**src/rtl/uart_rtl_core_if.sv**
```systemverilog
// uart_rtl_core_if: on-chip side of the UART.
//   transmit      strobe, writes tx_byte into the TX FIFO
//   tx_byte       byte to queue for transmission
//   tx_fifo_full  TX FIFO holds FIFO_DEPTH entries
//   busy          TX FIFO non-empty or a frame on the line
//   rx_byte       RX FIFO head, first-word fall-through, 8'h00 when empty
//   rx_fifo_pop   strobe, removes the RX FIFO head
//   irq           RX FIFO non-empty
// master: the logic using the UART; slave: the UART core.
interface uart_rtl_core_if;
    logic       transmit;
    logic [7:0] tx_byte;
    logic       tx_fifo_full;
    logic       busy;
    logic [7:0] rx_byte;
    logic       rx_fifo_pop;
    logic       irq;

    modport master (
        output transmit, tx_byte, rx_fifo_pop,
        input  tx_fifo_full, busy, rx_byte, irq
    );

    modport slave (
        input  transmit, tx_byte, rx_fifo_pop,
        output tx_fifo_full, busy, rx_byte, irq
    );
endinterface

```
**src/rtl/uart_rtl_core.sv**
```systemverilog
// uart_rtl_core: 8N1 UART with TX and RX FIFOs on a single clock.
// Ports:
//   clk  system clock, rising edge
//   rst  synchronous active-low reset
//   rx   serial input, idles high
//   tx   serial output, idles high
//   bus  uart_rtl_core_if.slave (transmit/tx_byte/tx_fifo_full/busy/
//        rx_byte/rx_fifo_pop/irq)
// Build option: define UART_RTL_PARITY_EN to add an even-parity bit between
// data bit 7 and the stop bit (11-bit frames); RX drops bytes with bad parity.
module uart_rtl_core #(
    parameter int unsigned CLK_FREQ   = 50_000_000,
    parameter int unsigned BAUD       = 115200,
    parameter int unsigned FIFO_DEPTH = 16
) (
    input  logic           clk,
    input  logic           rst,
    input  logic           rx,
    output logic           tx,
    uart_rtl_core_if.slave bus
);
    localparam int unsigned CLKS_PER_BIT = CLK_FREQ / BAUD;
    localparam int unsigned CNT_W        = $clog2(CLKS_PER_BIT);
    localparam int unsigned PTR_W        = $clog2(FIFO_DEPTH);
    localparam int unsigned FCNT_W       = PTR_W + 1;

    localparam logic [CNT_W-1:0]  BIT_LAST  = CNT_W'(CLKS_PER_BIT - 1);
    localparam logic [CNT_W-1:0]  HALF_LAST = CNT_W'(CLKS_PER_BIT / 2 - 1);
    localparam logic [FCNT_W-1:0] FIFO_FULL = FCNT_W'(FIFO_DEPTH);

    typedef enum logic [2:0] {TxIdle, TxStart, TxData, TxParity, TxStop} tx_state_e;
    typedef enum logic [2:0] {RxIdle, RxStart, RxData, RxParity, RxStop, RxWait} rx_state_e;

    // ---------------------------------------------------------------- TX FIFO
    logic [7:0]        tx_mem_q [FIFO_DEPTH];
    logic [PTR_W-1:0]  tx_wr_q, tx_rd_q;
    logic [FCNT_W-1:0] tx_cnt_q;
    logic              tx_push, tx_pop, tx_nonempty;
    logic [7:0]        tx_head;

    assign tx_nonempty = (tx_cnt_q != '0);
    assign tx_push     = bus.transmit && (tx_cnt_q != FIFO_FULL);
    assign tx_head     = tx_mem_q[tx_rd_q];

    always_ff @(posedge clk) begin
        if (tx_push) begin
            tx_mem_q[tx_wr_q] <= bus.tx_byte;
        end
    end

    always_ff @(posedge clk) begin
        if (!rst) begin
            tx_wr_q  <= '0;
            tx_rd_q  <= '0;
            tx_cnt_q <= '0;
        end else begin
            if (tx_push) tx_wr_q <= tx_wr_q + PTR_W'(1);
            if (tx_pop)  tx_rd_q <= tx_rd_q + PTR_W'(1);
            tx_cnt_q <= tx_cnt_q + FCNT_W'(tx_push) - FCNT_W'(tx_pop);
        end
    end

    // ----------------------------------------------------------------- TX FSM
    tx_state_e        tx_state_q, tx_state_d;
    logic [CNT_W-1:0] tx_bit_cnt_q, tx_bit_cnt_d;
    logic [2:0]       tx_idx_q, tx_idx_d;
    logic [7:0]       tx_data_q, tx_data_d;
    logic             tx_q, tx_d;
    logic             tx_bit_end;

    assign tx_bit_end = (tx_bit_cnt_q == BIT_LAST);

    always_ff @(posedge clk) begin
        if (!rst) begin
            tx_state_q   <= TxIdle;
            tx_bit_cnt_q <= '0;
            tx_idx_q     <= '0;
            tx_data_q    <= '0;
            tx_q         <= 1'b1;
        end else begin
            tx_state_q   <= tx_state_d;
            tx_bit_cnt_q <= tx_bit_cnt_d;
            tx_idx_q     <= tx_idx_d;
            tx_data_q    <= tx_data_d;
            tx_q         <= tx_d;
        end
    end

    always_comb begin
        tx_state_d   = tx_state_q;
        tx_bit_cnt_d = tx_bit_end ? '0 : tx_bit_cnt_q + CNT_W'(1);
        tx_idx_d     = tx_idx_q;
        tx_data_d    = tx_data_q;
        tx_d         = tx_q;
        tx_pop       = 1'b0;
        unique case (tx_state_q)
            TxIdle: begin
                tx_bit_cnt_d = '0;
                if (tx_nonempty) begin
                    tx_pop     = 1'b1;
                    tx_data_d  = tx_head;
                    tx_d       = 1'b0;
                    tx_state_d = TxStart;
                end
            end
            TxStart: begin
                if (tx_bit_end) begin
                    tx_idx_d   = '0;
                    tx_d       = tx_data_q[0];
                    tx_state_d = TxData;
                end
            end
            TxData: begin
                if (tx_bit_end) begin
                    if (tx_idx_q == 3'd7) begin
`ifdef UART_RTL_PARITY_EN
                        tx_d       = ^tx_data_q;
                        tx_state_d = TxParity;
`else
                        tx_d       = 1'b1;
                        tx_state_d = TxStop;
`endif
                    end else begin
                        tx_idx_d = tx_idx_q + 3'd1;
                        tx_d     = tx_data_q[tx_idx_q + 3'd1];
                    end
                end
            end
            TxParity: begin
                if (tx_bit_end) begin
                    tx_d       = 1'b1;
                    tx_state_d = TxStop;
                end
            end
            TxStop: begin
                if (tx_bit_end) begin
                    // Chain straight into the next start bit: no idle gap.
                    if (tx_nonempty) begin
                        tx_pop     = 1'b1;
                        tx_data_d  = tx_head;
                        tx_d       = 1'b0;
                        tx_state_d = TxStart;
                    end else begin
                        tx_state_d = TxIdle;
                    end
                end
            end
            default: begin
                tx_d       = 1'b1;
                tx_state_d = TxIdle;
            end
        endcase
    end

    // ----------------------------------------------------------------- RX FSM
    logic             rx_s1_q, rx_s2_q, rx_prev_q;
    rx_state_e        rx_state_q, rx_state_d;
    logic [CNT_W-1:0] rx_bit_cnt_q, rx_bit_cnt_d;
    logic [2:0]       rx_idx_q, rx_idx_d;
    logic [7:0]       rx_shift_q, rx_shift_d;
    logic             rx_par_ok_q, rx_par_ok_d;
    logic             rx_push, rx_bit_end;

    assign rx_bit_end = (rx_bit_cnt_q == BIT_LAST);

    always_ff @(posedge clk) begin
        if (!rst) begin
            rx_s1_q      <= 1'b1;
            rx_s2_q      <= 1'b1;
            rx_prev_q    <= 1'b1;
            rx_state_q   <= RxIdle;
            rx_bit_cnt_q <= '0;
            rx_idx_q     <= '0;
            rx_shift_q   <= '0;
            rx_par_ok_q  <= 1'b1;
        end else begin
            rx_s1_q      <= rx;
            rx_s2_q      <= rx_s1_q;
            rx_prev_q    <= rx_s2_q;
            rx_state_q   <= rx_state_d;
            rx_bit_cnt_q <= rx_bit_cnt_d;
            rx_idx_q     <= rx_idx_d;
            rx_shift_q   <= rx_shift_d;
            rx_par_ok_q  <= rx_par_ok_d;
        end
    end

    always_comb begin
        rx_state_d   = rx_state_q;
        rx_bit_cnt_d = rx_bit_cnt_q + CNT_W'(1);
        rx_idx_d     = rx_idx_q;
        rx_shift_d   = rx_shift_q;
        rx_par_ok_d  = rx_par_ok_q;
        rx_push      = 1'b0;
        unique case (rx_state_q)
            RxIdle: begin
                rx_bit_cnt_d = '0;
                if (rx_prev_q && !rx_s2_q) rx_state_d = RxStart;
            end
            RxStart: begin
                // Half a bit in: still low means a real start bit.
                if (rx_bit_cnt_q == HALF_LAST) begin
                    rx_bit_cnt_d = '0;
                    rx_idx_d     = '0;
                    rx_par_ok_d  = 1'b1;
                    rx_state_d   = rx_s2_q ? RxIdle : RxData;
                end
            end
            RxData: begin
                if (rx_bit_end) begin
                    rx_bit_cnt_d = '0;
                    rx_shift_d   = {rx_s2_q, rx_shift_q[7:1]};
                    if (rx_idx_q == 3'd7) begin
`ifdef UART_RTL_PARITY_EN
                        rx_state_d = RxParity;
`else
                        rx_state_d = RxStop;
`endif
                    end else begin
                        rx_idx_d = rx_idx_q + 3'd1;
                    end
                end
            end
            RxParity: begin
                if (rx_bit_end) begin
                    rx_bit_cnt_d = '0;
                    rx_par_ok_d  = (rx_s2_q == ^rx_shift_q);
                    rx_state_d   = RxStop;
                end
            end
            RxStop: begin
                if (rx_bit_end) begin
                    rx_bit_cnt_d = '0;
                    if (rx_s2_q && rx_par_ok_q) begin
                        rx_push    = 1'b1;
                        rx_state_d = RxIdle;
                    end else begin
                        rx_state_d = RxWait;
                    end
                end
            end
            RxWait: begin
                // Bad frame: hold off until the line returns high.
                rx_bit_cnt_d = '0;
                if (rx_s2_q) rx_state_d = RxIdle;
            end
            default: rx_state_d = RxIdle;
        endcase
    end

    // ---------------------------------------------------------------- RX FIFO
    logic [7:0]        rx_mem_q [FIFO_DEPTH];
    logic [PTR_W-1:0]  rx_wr_q, rx_rd_q;
    logic [FCNT_W-1:0] rx_cnt_q;
    logic              rx_pop_ok, rx_push_ok, rx_nonempty;

    assign rx_nonempty = (rx_cnt_q != '0);
    assign rx_pop_ok   = bus.rx_fifo_pop && rx_nonempty;
    // A pop in the same cycle frees the slot, so a full FIFO still accepts.
    assign rx_push_ok  = rx_push && ((rx_cnt_q != FIFO_FULL) || rx_pop_ok);

    always_ff @(posedge clk) begin
        if (rx_push_ok) begin
            rx_mem_q[rx_wr_q] <= rx_shift_q;
        end
    end

    always_ff @(posedge clk) begin
        if (!rst) begin
            rx_wr_q  <= '0;
            rx_rd_q  <= '0;
            rx_cnt_q <= '0;
        end else begin
            if (rx_push_ok) rx_wr_q <= rx_wr_q + PTR_W'(1);
            if (rx_pop_ok)  rx_rd_q <= rx_rd_q + PTR_W'(1);
            rx_cnt_q <= rx_cnt_q + FCNT_W'(rx_push_ok) - FCNT_W'(rx_pop_ok);
        end
    end

    // ---------------------------------------------------------------- Outputs
    assign tx               = tx_q;
    assign bus.busy         = tx_nonempty || (tx_state_q != TxIdle);
    assign bus.tx_fifo_full = (tx_cnt_q == FIFO_FULL);
    assign bus.irq          = rx_nonempty;
    assign bus.rx_byte      = rx_nonempty ? rx_mem_q[rx_rd_q] : 8'h00;

endmodule

```
**src/flat_wrapper.sv**
```systemverilog
// flat-port wrapper written by rule: the top's interface ports become plain ports
module uart_rtl_core_flat 
#(
    parameter int unsigned CLK_FREQ   = 50_000_000,
    parameter int unsigned BAUD       = 115200,
    parameter int unsigned FIFO_DEPTH = 16
)
  (clk, rst, rx, tx, bus_transmit, bus_tx_byte, bus_rx_fifo_pop, bus_tx_fifo_full, bus_busy, bus_rx_byte, bus_irq);
  uart_rtl_core_if bus_i ();
  input  logic clk;
  input  logic rst;
  input  logic rx;
  output logic tx;
  input wire logic [$bits(bus_i.transmit)-1:0] bus_transmit;
  input wire logic [$bits(bus_i.tx_byte)-1:0] bus_tx_byte;
  input wire logic [$bits(bus_i.rx_fifo_pop)-1:0] bus_rx_fifo_pop;
  output wire logic [$bits(bus_i.tx_fifo_full)-1:0] bus_tx_fifo_full;
  output wire logic [$bits(bus_i.busy)-1:0] bus_busy;
  output wire logic [$bits(bus_i.rx_byte)-1:0] bus_rx_byte;
  output wire logic [$bits(bus_i.irq)-1:0] bus_irq;
  assign bus_i.transmit = bus_transmit;
  assign bus_i.tx_byte = bus_tx_byte;
  assign bus_i.rx_fifo_pop = bus_rx_fifo_pop;
  assign bus_tx_fifo_full = bus_i.tx_fifo_full;
  assign bus_busy = bus_i.busy;
  assign bus_rx_byte = bus_i.rx_byte;
  assign bus_irq = bus_i.irq;
  uart_rtl_core #(.CLK_FREQ(CLK_FREQ), .BAUD(BAUD), .FIFO_DEPTH(FIFO_DEPTH)) u_core (.clk(clk), .rst(rst), .rx(rx), .tx(tx), .bus(bus_i));
endmodule
```
**config.mk**
```make
export PLATFORM = sky130hd
export DESIGN_NAME = uart_rtl_core_flat
export DESIGN_NICKNAME = d
export VERILOG_FILES = /design/src/rtl/uart_rtl_core_if.sv /design/src/rtl/uart_rtl_core.sv /design/src/flat_wrapper.sv
export SDC_FILE = /design/constraint.sdc
export NUM_CORES = 1
export LEC_CHECK = 0
export ABC_AREA = 1
export CAP_MARGIN = 30
export CELL_PAD_IN_SITES_DETAIL_PLACEMENT = 2
export CELL_PAD_IN_SITES_GLOBAL_PLACEMENT = 2
export CORE_MARGIN = 2
export CORE_UTILIZATION = 44
export DETAILED_ROUTE_END_ITERATION = 6
export PLACE_DENSITY = 0.83
export SLEW_MARGIN = 25
export SYNTH_ARGS = -nofsm -noshare
export SYNTH_HDL_FRONTEND = slang
export SYNTH_SLANG_ARGS = --single-unit
```
**constraint.sdc**
```tcl
create_clock -name clk -period 3.8 [get_ports clk]
set_input_delay 0.57 -clock clk [delete_from_list [all_inputs] [get_ports clk]]
set_output_delay 0.57 -clock clk [all_outputs]
set_load 0.05 [all_outputs]
```
Word-level counts from Yosys, hierarchy flattened
Memory sizes are Yosys's and may differ from the RTL's. A register that Yosys moved wholly into a read port is not among the register bits.
Index checks and enable logic that the tools add are counted.
W data, S select, Z words.
- bitwise operators: 1
- equality and inequality tests: 33
- reductions and logical operators: 29
- add/subtract/negate cells: 12
- mux-type cells: 59
- magnitude comparators: 1
- operators with widths (cell ; count):
    $mux W3 ; 20
    $pmux W9 S3 ; 1
    $ne A2 B1 Y1 const B ; 13
    $mux W8 ; 3
    $mux W1 ; 19
    $add A9 B1 Y9 const B ; 2
    $eq A9 B9 Y1 const B ; 2
    $mux W9 ; 2
    $pmux W3 S6 ; 1
    $add A4 B1 Y4 const B ; 4
    $mux W4 ; 4
    $pmux W8 S2 ; 1
    $eq A3 B3 Y1 const B ; 5
    $pmux W3 S5 ; 1
    $eq A3 B2 Y1 const B ; 4
    $pmux W3 S2 ; 2
    $reduce_and A4 Y1 ; 3
    $add A5 B1 Y5 ; 2
    $ne A5 B5 Y1 const B ; 2
    $reduce_bool A5 Y1 ; 2
    $sub A5 B1 Y5 ; 2
    $eq A9 B8 Y1 const B ; 1
    $reduce_bool A2 Y1 ; 4
    $reduce_xor A8 Y1 ; 1
    other kinds (22) ; 34
- memory bits (writable): 256
- bits of input ports: 13
- output and inout port bits: 12
- register bits after elaboration: 77
- logic and storage cells: 156
- memories kept: 2
- memories (memory ; words ; bits a word ; read ports ; clocked after memory_dff ; write ports ; line ; RTL):
    u_core.rx_mem_q ; 16 ; 8 ; 1 ; 1 ; 1 ; uart_rtl_core.sv:252 ; logic [7:0] rx_mem_q [FIFO_DEPTH];
    u_core.tx_mem_q ; 16 ; 8 ; 1 ; 1 ; 1 ; uart_rtl_core.sv:35 ; logic [7:0] tx_mem_q [FIFO_DEPTH];

Longest topological paths before layout
Gate-level depths: netlist (run 1).
- depth in word-level cells: 7
- gate-level depth with buffers: 17
- mapped depth without buffers: 16

Least setup slack after synthesis (run 1)
Ideal clock, no wire load.
- path type: flip-flop to flip-flop
- start point: register u_core.rx_cnt_q[3]
- end point: register u_core.rx_cnt_q[4]
- arrival time: 2.549 ns
- buffers on the path: 0
- data required time: 3.730 ns
- clock period less this slack: 2.619 ns
- slack: 1.181 ns
- library setup time: 0.070 ns
- cell stages (with the launch flop): 16
- cells stage by stage: dfxtp_1 -> inv_1 -> ha_1 -> nand2_1 -> nor2_1 -> nand2_2 -> nand2_1 -> inv_2 -> ha_1 -> inv_1 -> ha_1 -> inv_1 -> fa_1 -> o31ai_1 -> o21ai_0 -> a21oi_1
- word-level cells in the longest chain between the ends: 6
- elaborated cells between the ends (all ways): 7
- classes of those cells: add/sub (2); eq/ne (1); reduce/logical (4)
- RTL lines (item ; line ; RTL):
    from (decl) ; uart_rtl_core.sv:254 ; logic [FCNT_W-1:0] rx_cnt_q;
    from (signal assigned) ; uart_rtl_core.sv:276 ; rx_cnt_q <= rx_cnt_q + FCNT_W'(rx_push_ok) - FCNT_W'(rx_pop_ok);
    $reduce_bool A5 Y1 (*) ; uart_rtl_core.sv:257 ; assign rx_nonempty = (rx_cnt_q != '0);
    via bus_irq ; flat_wrapper.sv:20 ; output wire logic [$bits(bus_i.irq)-1:0] bus_irq;
    $logic_and A1 B1 Y1 (*) ; uart_rtl_core.sv:258 ; assign rx_pop_ok = bus.rx_fifo_pop && rx_nonempty;
    via u_core.rx_pop_ok ; uart_rtl_core.sv:255 ; logic rx_pop_ok, rx_push_ok, rx_nonempty;
    $logic_or A1 B1 Y1 ; uart_rtl_core.sv:260 ; assign rx_push_ok = rx_push && ((rx_cnt_q != FIFO_FULL) || rx_pop_ok);
    $logic_and A1 B1 Y1 ; uart_rtl_core.sv:260 ;
    $add A5 B1 Y5 ; uart_rtl_core.sv:276 ;
    $sub A5 B1 Y5 (*) ; uart_rtl_core.sv:276 ;
Mark *: on every way through the listed nets, which the timed path passes. The rest lies on a longest branch.
A chain may end at the register's enable or synchronous reset.

==> results of run 1 <==
## area by class of cell
cell class,count,area (um^2)
clock buffers,50,1040
multi-input cells,941,4470
inverters,110,419
repair buffers,38,480
clock inverters,19,248
flip-flops and latches,341,9390
well taps,442,553
fillers,3336,15900
## layer usage
metal	GRT usage [%]	up-vias
li1	-	4940
met1	33.2	5576
met2	50.2	239
met3	3.15	91
met4	11.2	0
met5	0	-
## sequential cells by signal (all words and copies together), names as in the netlist, 3 cells and up, named ones only
register             count
u_core.tx_bit_cnt_q      9
u_core.tx_data_q         8
u_core.tx_idx_q          3
u_core.rx_state_q        3
u_core.rx_cnt_q          5
u_core.tx_wr_q           4
u_core.rx_mem_q        128
u_core.rx_idx_q          3
u_core.tx_rd_q           4
u_core.rx_shift_q        8
u_core.rx_wr_q           4
u_core.tx_cnt_q          5
u_core.rx_rd_q           4
u_core.rx_bit_cnt_q      9
u_core.tx_state_q        3
u_core.tx_mem_q        128
## cell usage after synthesis, types with 2 or more instances
library cell               count
sky130_fd_sc_hd__a21oi_1      57
sky130_fd_sc_hd__buf_1         2
sky130_fd_sc_hd__buf_2        23
sky130_fd_sc_hd__clkbuf_1     29
sky130_fd_sc_hd__dfxtp_1      85
sky130_fd_sc_hd__edfxtp_1    256
sky130_fd_sc_hd__fa_1          2
sky130_fd_sc_hd__ha_1         31
sky130_fd_sc_hd__inv_1       101
sky130_fd_sc_hd__inv_2         6
sky130_fd_sc_hd__nand2_1     287
sky130_fd_sc_hd__nand2_2       7
sky130_fd_sc_hd__nand2_4       2
sky130_fd_sc_hd__nand3_1     189
sky130_fd_sc_hd__nand4_1       9
sky130_fd_sc_hd__nor2_1      226
sky130_fd_sc_hd__nor3_1        6
sky130_fd_sc_hd__nor3b_1       2
sky130_fd_sc_hd__o21a_1        8
sky130_fd_sc_hd__o21ai_0      88
sky130_fd_sc_hd__or2_2         3
sky130_fd_sc_hd__xnor2_1       3
sky130_fd_sc_hd__xor2_1       12
## worst max-delay path, delay by kind of cell (launching register included)
family / cells / cell delay [ns]
AOI/OAI and AO/OA: 2 / 0.41
buffers and inverters: 3 / 1.07
DFF: 1 / 0.33
and+or+nand+nor: 3 / 0.33
## cell families after synthesis
logic type	Yosys count
adders and majority gates	33
and+or+nand+nor	735
AOI/OAI and AO/OA	158
xor gates and xnor gates	15
DFF	341
buffers and inverters	166
## path summary, 6_finish.rpt
kind | depth (start not counted) | slack (ns) | start | endpoint
worst max-delay path | 8 | 0.54 | flop | bus_rx_byte[1]
worst min-delay path | 1 | 0.42 | u_core.rx_s1_q | u_core.rx_s2_q
worst max register to register | 15 | 0.86 | u_core.rx_cnt_q[2] | u_core.rx_cnt_q[4]
worst min register to register | 1 | 0.42 | u_core.rx_s1_q | u_core.rx_s2_q
## power breakdown
part	total, mW	internal (mW)	switching (mW)
combinational	3.23	0.990	2.24
sequential	4.33	4.18	0.150
clock	3.86	2.24	1.62
total	11.4	7.41	4.02
## through the flow
stage               cell area (um^2)  utilization, %  instances
floorplan                      14500               -       1448
global placement               15200            46.8       1867
detailed placement             15200            46.9       1868
CTS                            16500            50.8       1937
global route                   16600            51.0       1941
finish                         16600            51.0       1941
==> summary by stage, run 1 <==
Outcome
The run finished with clean final reports.

Drt
The total routed wire length on the met1 layer is 19.2 mm. Detailed routing placed a total of about 1.4 mm of wire on met3. The routed via count divided by cell count is 5.59. The detailed-route via count is 10800. The final routed DRC violation total is 0. After detailed routing, the average wire length per cell comes to 24.3 um. The detailed router finished its first iteration with 621 violations. The highest metal layer used by the detailed router is met4.

The first detailed-routing pass ran for 5 iterations. The wire length after detailed routing is 47.1 mm. The remaining number of nets flagged by the antenna check after routing is 0. The total length of routed met2 wires is 24.9 mm.

Synth
Sequential cells were found to cover 64.6% of the synthesized design area. By area the synthesized netlist is led by sky130_fd_sc_hd__edfxtp_1 (53%), sky130_fd_sc_hd__dfxtp_1 (12%), sky130_fd_sc_hd__nand2_1 (7.4%), sky130_fd_sc_hd__nand3_1 (6.5%), sky130_fd_sc_hd__nor2_1 (5.8%). The xor/xnor share of the synthesized area is 0.904%. Summing the areas of all compound-gate instances in the mapped netlist gives between 5 and 6% of the synthesized area. The share of synthesized registers carrying an async set or reset is 0%.

The multiplexer share of the synthesized area is 0%. Synthesis produced 1448 cells. The area fraction of the dominant cell type after synthesis is 52.9%. The post-synthesis instance area is 14500 um^2. The number of unique standard cell types used by synthesis is 37. The synthesized netlist net count is 1494. The count of warnings emitted by yosys is 0. The synthesized-area fraction occupied by and/or/nand/nor cells is 21.2%. The synthesized area divided by synthesized cell count is about 10 um^2.

For this run, the leading register cell type out of synthesis is sky130_fd_sc_hd__edfxtp_1. The main combinational cell family by area after synthesis is simple AND/OR/NAND/NOR gates. The total of flip-flops plus latches after synthesis is 341.

The top cell type by total area after synthesis is sky130_fd_sc_hd__edfxtp_1. The number of enable flip-flop cells after synthesis is 256. The synthesized netlist devotes under 10% of its cell area to adder and majority cells.

Clocking
The longest clock path from root to sink contains 3 buffers. The tree is rooted in a sky130_fd_sc_hd__clkbuf_16. Counting every sink on the clock net gives ~340. After clock tree synthesis, the setup repair step added 0 buffers.

The clock transition at the registers of the reported paths is 0.06 ns. The number of gates resized after CTS is 0. The number of levels the H-tree was split into is 2.

In this run, CTS created clock tree buffers numbering 39. TritonCTS built the clock tree. The latest clock arrival within the worst-skew pair is approximately 0.56 ns. The number of hold-repair buffers added at the cts stage is 0.

Layout
The number of antenna repair diodes is 0. In the layout the commonest cells are sky130_fd_sc_hd__nand2_1 (287), sky130_fd_sc_hd__edfxtp_1 (256), sky130_fd_sc_hd__nor2_1 (226), sky130_fd_sc_hd__nand3_1 (189), sky130_fd_sc_hd__inv_1 (100). The commonest non-fill, non-tap cell in the layout is sky130_fd_sc_hd__nand2_1. The share of layout cells above drive strength 1 is 6.87%. The net total in the final layout is 1517.

The layout overhead on the synthesized area is 14.3%.

Min path
The class of the tightest hold or removal check is flop to flop.

Floorplan
The floorplan die width is 186 um. After floorplanning, the core was sized to cover 32500 um^2. 25 I/O pins were placed. The die covers 34500 um^2.

The row count is 66. The starting density of the core is 44.7%. The die height is 186 um.

STA
Setup violations remaining at the end of the flow were counted as 0. The share of the cycle needed by the critical path after routing is 85.8%. After routing, the total negative slack on setup checks comes to 0 ns. Setup repair after global routing left no endpoint under its margin. The count of endpoints failing hold in the final timing report was 0. For the final database, setup skew stands at around 0.030 ns. The clock period could shrink to 3.26 ns. The actual slew at the worst max-slew pin is 1.04 ns. The final-report max-slew violation count is 0.

The final critical-path setup slack is between 0.5 and 0.6 ns. The tightest hold path in the finished design has a slack of 0.420 ns. The maximum clock frequency is a little over 300 MHz. Headroom to the max-slew limit came out at 30.9%.

Worst setup path
The required time of the worst setup path is about 3.2 ns. For this run, the slowest stage of the critical path takes 0.56 ns. The signal on the critical path passes through inv_2, buf_4, nand2_1, nand3_1, nand3_1, a21oi_1, o21a_1, buf_12. The type of destination of the critical path is an output port. The slowest stage of the critical path belongs to the cell sky130_fd_sc_hd__inv_2. Among the stages of the critical path, the cell type that occurs most often is sky130_fd_sc_hd__nand3_1. The maximum fanout along the worst path is 42. Data on the critical path arrives at its endpoint at 2.69 ns. The kind of critical path is flop to output port. The worst setup path is launched from a flop.

GRT
The initial antenna violation count is 0. The number of global-route vias before repair came to about 12000. The first global-routing pass estimated 71.4 mm of wire. The largest net degree at the start of global routing is 65. The total congestion overflow after global routing is 0.

The total global routing track utilization is 27.6%.

Place
The pre-CTS setup slack is a little under 0.7 ns. In this run the tool buffered the top-level ports with 24 buffer cells. The routability-driven placement congestion ratio is 0.746. The detailed placer's ending HPWL is 28.2 mm.

Power
The analysis attributes to cell leakage a power of around 6.3 nW. The largest vdd supply drop is 0.475 mV. The sum of internal, switching and leakage power is 11.4 mW.

The power per standard cell area is 688 nW/um^2.

Run
The number of max-cap violations is 0.
Note: power is estimated with default switching activity, not from simulation.
==> run 2, diff against run 1 <==
--- a/config.mk
+++ b/config.mk
@@ -5,12 +5,11 @@
 export SDC_FILE = /design/constraint.sdc
 export NUM_CORES = 1
 export LEC_CHECK = 0
-export ABC_AREA = 1
 export CAP_MARGIN = 30
 export CELL_PAD_IN_SITES_DETAIL_PLACEMENT = 2
 export CELL_PAD_IN_SITES_GLOBAL_PLACEMENT = 2
 export CORE_MARGIN = 2
-export CORE_UTILIZATION = 44
+export CORE_UTILIZATION = 50
 export DETAILED_ROUTE_END_ITERATION = 6
 export PLACE_DENSITY = 0.83
 export SLEW_MARGIN = 25
==> summary by stage, run 2 <==
Layout
The non-filler instance count after layout came to 1326 (was 1941). The fill cell instance count of the final layout was 2392 (was 3336). The number of antenna repair diodes was 0 (unchanged). The layout overhead on the synthesized area is 13.1% (was 14.3%).

Largest registers: u_core.rx_mem_q x128, u_core.tx_mem_q x128 (unchanged). The net total in the final layout is 967 (was 1517). Most used cells in the layout excluding fill and tap cells: sky130_fd_sc_hd__edfxtp_1 (256), sky130_fd_sc_hd__dfxtp_1 (84), sky130_fd_sc_hd__nor2_1 (71), sky130_fd_sc_hd__mux4_2 (48), sky130_fd_sc_hd__clkbuf_16 (39) (was sky130_fd_sc_hd__nand2_1 (287), sky130_fd_sc_hd__edfxtp_1 (256), sky130_fd_sc_hd__nor2_1 (226), sky130_fd_sc_hd__nand3_1 (189), sky130_fd_sc_hd__inv_1 (100)). The commonest non-fill, non-tap cell in the layout is sky130_fd_sc_hd__edfxtp_1 (was sky130_fd_sc_hd__nand2_1).

The share of layout cells above drive strength 1 is 14.5% (was 6.87%).

Power
The switching power is 3.07 mW (was 4.02 mW). The sum of internal, switching and leakage power is 10.5 mW (was 11.4 mW). The share of power burned in combinational logic is 23.2% (was 28.3%).

The power per standard cell area is 654 nW/um^2 (was 688 nW/um^2). The relative contribution of the clock network to total power is 35.0% (was 33.8%). The static leakage is 5.42 nW (was 6.34 nW). The internal power consumption is 7.39 mW (was 7.41 mW).

The switching share of total power is 29.4% (was 35.2%). The relative contribution of sequential cells to total power is 41.8% (was 37.9%). The largest vdd supply drop is 0.420 mV (was 0.475 mV).

GRT
The total global routing track utilization is 29.1% (was 27.6%). The total congestion overflow after global routing is 0 (unchanged). The number of global-route vias before repair is 9308 (was 12000). The wire length of the first global-routing pass is 61.7 mm (was 71.4 mm). The largest net degree at the start of global routing is 33 (was 65). The initial antenna violation count is 0 (unchanged).

STA
The maximum clock frequency came to 286 MHz (was 307 MHz). The actual slew at the worst max-slew pin is 0.986 ns (was 1.04 ns). The worst hold slack after final layout is 0.422 ns (was 0.420 ns).

The final count of negative-setup-slack endpoints is 0 (unchanged). Unrepaired setup endpoints after global routing: no (unchanged). The headroom to the max-slew limit is 34.1% (was 30.9%). The final critical-path setup slack is 0.305 ns (was 0.540 ns). The post-route setup TNS is 0 ns (unchanged). The share of the cycle needed by the critical path after routing came to 92.0% (was 85.8%). The final worst clock skew was 0.0203 ns (was 0.0298 ns). The final critical-path required period is 3.50 ns (was 3.26 ns). The final-report max-slew violation count came to 0 (unchanged). The count of endpoints failing hold in the final timing report is 0 (unchanged).

Worst setup path
The kind of cell adding the most delay to the critical path is multiplexers (was buffers and inverters). Cells along the critical path: buf_4, mux4_1, mux4_2, and2_1, buf_4 (was inv_2, buf_4, nand2_1, nand3_1, nand3_1, a21oi_1, o21a_1, buf_12). The nature of the critical path startpoint is a flop (unchanged).

The required time of the worst setup path is 3.23 ns (about the same). The dominant cell type by count on the critical path is sky130_fd_sc_hd__buf_4 (was sky130_fd_sc_hd__nand3_1). The type of destination of the critical path was an output port (unchanged).

The cell type of the slowest stage on the worst timing path is sky130_fd_sc_hd__mux4_1 (was sky130_fd_sc_hd__inv_2). The internal reg-to-reg setup slack is 0.30 ns (was 0.86 ns). The maximum fanout along the worst path was 32 (was 42). The worst stage delay on the critical path is 0.67 ns (was 0.56 ns). The kind of critical path is flop to output port (unchanged). The data arrival time at the worst-slack endpoint is 2.93 ns (was 2.69 ns).

The sum of buffers and inverters on the critical path is 2 (was 3).

Drt
The wire length after detailed routing came to 41.4 mm (was 47.1 mm). The remaining number of nets flagged by the antenna check after routing is 0 (unchanged). The first-pass iteration count of the detailed router came to 5 (unchanged).

The detailed-route via count is 8169 (was 10800). The routed wire length per instance is 31.2 um (was 24.3 um). The count of routing violations after the opening detailed-route iteration is 756 (was 621).

The routed via count divided by cell count is 6.16 (was 5.59). The final routed DRC violation total is 0 (unchanged).

Floorplan
The total die area is 29700 um^2 (was 34500 um^2). The row count is 61 (was 66). The area of the core came to 27900 um^2 (was 32500 um^2). The die height is 172 um (was 186 um). The number of top-level pins came to 25 (unchanged). The starting density of the core came to 50.8% (was 44.7%). The floorplan die width is 172 um (was 186 um).

Outcome
Outcome: completed (unchanged).

Min path
The class of the tightest hold or removal check is flop to flop (unchanged).

Synth
The area fraction of the dominant cell type after synthesis came to 54.3% (was 52.9%). The post-synthesis sequential area ratio was 66.4% (was 64.6%). Commonest cells in the synthesized netlist: sky130_fd_sc_hd__edfxtp_1 (256), sky130_fd_sc_hd__dfxtp_1 (85), sky130_fd_sc_hd__nor2_1 (71) (was sky130_fd_sc_hd__nand2_1 (287), sky130_fd_sc_hd__edfxtp_1 (256), sky130_fd_sc_hd__nor2_1 (226)). The total of flip-flops plus latches after synthesis is 341 (unchanged). The top cell type by total area after synthesis is sky130_fd_sc_hd__edfxtp_1 (unchanged). The post-synthesis instance area is 14100 um^2 (was 14500 um^2). The most used flip-flop cell after synthesis was sky130_fd_sc_hd__edfxtp_1 (unchanged). The most frequently used cell type in the post-synthesis netlist is sky130_fd_sc_hd__edfxtp_1 (was sky130_fd_sc_hd__nand2_1).

The share of synthesized registers carrying an async set or reset is 0% (unchanged). The number of unique standard cell types used by synthesis is 65 (was 37). The count of warnings emitted by yosys is 0 (unchanged). The cell count after synthesis came to 882 (was 1448). The synthesized area divided by synthesized cell count is 16.0 um^2 (was 10.0 um^2).

The number of enable flip-flop cells after synthesis was 256 (unchanged). The synthesized netlist net count is 928 (was 1494). Largest cells by area after synthesis: sky130_fd_sc_hd__edfxtp_1 (54%), sky130_fd_sc_hd__dfxtp_1 (12%), sky130_fd_sc_hd__mux4_2 (7.6%), sky130_fd_sc_hd__mux4_1 (4.5%), sky130_fd_sc_hd__ha_1 (2.7%) (was sky130_fd_sc_hd__edfxtp_1 (53%), sky130_fd_sc_hd__dfxtp_1 (12%), sky130_fd_sc_hd__nand2_1 (7.4%), sky130_fd_sc_hd__nand3_1 (6.5%), sky130_fd_sc_hd__nor2_1 (5.8%)).

Place
The detailed placer's ending HPWL is 25.6 mm (was 28.2 mm). The routability-driven placement congestion ratio was 0.802 (was 0.746). The pre-CTS setup slack came to 0.378 ns (was 0.673 ns). The number of port buffers is 24 (unchanged). The number of instances in the placed design came to 1259 (was 1868).

Clocking
The number of levels the H-tree was split into was 2 (unchanged). The total CTS buffers is 37 (was 39). The clock transition at the registers of the reported paths is 0.06 ns (about the same). The buffer depth of the longest clock path is 3 (unchanged). The total number of clock tree sinks is 341 (unchanged).

The clock root buffer is sky130_fd_sc_hd__clkbuf_16 (unchanged). The latest clock arrival within the worst-skew pair is 0.53 ns (was 0.56 ns). The number of hold-repair buffers added at the cts stage was 0 (unchanged).

The clock tree from TritonCTS is built (unchanged). The post-CTS repair timing setup buffer count came to 0 (unchanged).

Run
The number of max-cap violations was 0 (unchanged).
-- run 2: cell count changes after synthesis, sizes merged, moves of 19 or more --
cell,delta
inv,-76
nand2,-271
xnor2,+19
a21oi,-28
mux4,+72
nor2,-156
nand3,-166
o21ai,-80
-- run 2: repair_timing --
action,in CTS,in global routing
endpoints found under the hold margin,0,0
gates resized for setup,0,1
setup endpoints to repair,0,1
-- run 2: path summary, 6_finish.rpt --
check / from / endpoint / depth (start not counted)
worst max-delay path: flop / bus_rx_byte[7] / 5
worst min-delay path: u_core.rx_s1_q / u_core.rx_s2_q / 1
worst max register to register: u_core.tx_cnt_q[2] / u_core.tx_cnt_q[4] / 14
worst min register to register: u_core.rx_s1_q / u_core.rx_s2_q / 1
-- run 2: cells by family after synthesis --
group | synth area share (%)
compound gates | 4.33
xor+xnor | 2.20
fa+ha+maj | 3.02
buf+inv | 2.21
flops | 66.4
mux | 13.0
simple gates | 8.84
-- run 2: layer usage --
layer | vias to the layer above | track usage (%) | routed length (um)
met1 | 4303 | 33.9 | 15600
met3 | 102 | 3.89 | 1570
li1 | 3512 | - | -
met4 | 0 | 12.9 | 1840
met5 | - | 0 | 0
met2 | 252 | 53.7 | 22400
-- run 2: layout make-up --
type | instances | area (um^2) | area share (%)
Inverter | 31 | 116 | 0.727
Clock inverter | 18 | 185 | 1.16
Clock buffer | 48 | 1030 | 6.44
Timing Repair Buffer | 40 | 353 | 2.21
Multi-Input combinational cell | 470 | 4450 | 27.8
Sequential cell | 341 | 9390 | 58.7
Tap cell | 378 | 473 | 2.96
-- run 2: worst reg2reg max path, delay by kind of cell (launching register included) --
family                   cells  cell delay (ns)
AO/OA/AOI/OAI                2             0.25
adder cells (fa/ha/maj)      4             1.14
buffers and inverters        3             0.30
AND/OR/NAND/NOR              4             1.12
XOR/XNOR                     1             0.20
flip-flops                   1             0.36
-- run 2: power groups by stage --
stage	combinational, mW	sequential (mW)	clock [mW]
after global placement	2.09	4.44	0
after floorplan	1.72	4.33	0
final	2.43	4.37	3.66
after CTS	2.45	4.37	3.71
after detailed placement	2.34	4.43	0
after global routing	2.59	4.39	3.85
-- run 2: through the flow --
stage                     area [um^2]  util [%]
after floorplan                 14100         -
after global placement          14800      52.9
after detailed placement        14800      53.0
after CTS                       16000      57.4
after global routing            16000      57.4
final                           16000      57.4
==> run 3, diff against run 2 <==
--- a/config.mk
+++ b/config.mk
@@ -12,7 +12,6 @@
 export CORE_UTILIZATION = 50
 export DETAILED_ROUTE_END_ITERATION = 6
 export PLACE_DENSITY = 0.83
-export SLEW_MARGIN = 25
 export SYNTH_ARGS = -nofsm -noshare
 export SYNTH_HDL_FRONTEND = slang
 export SYNTH_SLANG_ARGS = --single-unit
==> results of run 3 <==
Same layout as run 2: the final DEF is identical, and so are final timing and power.
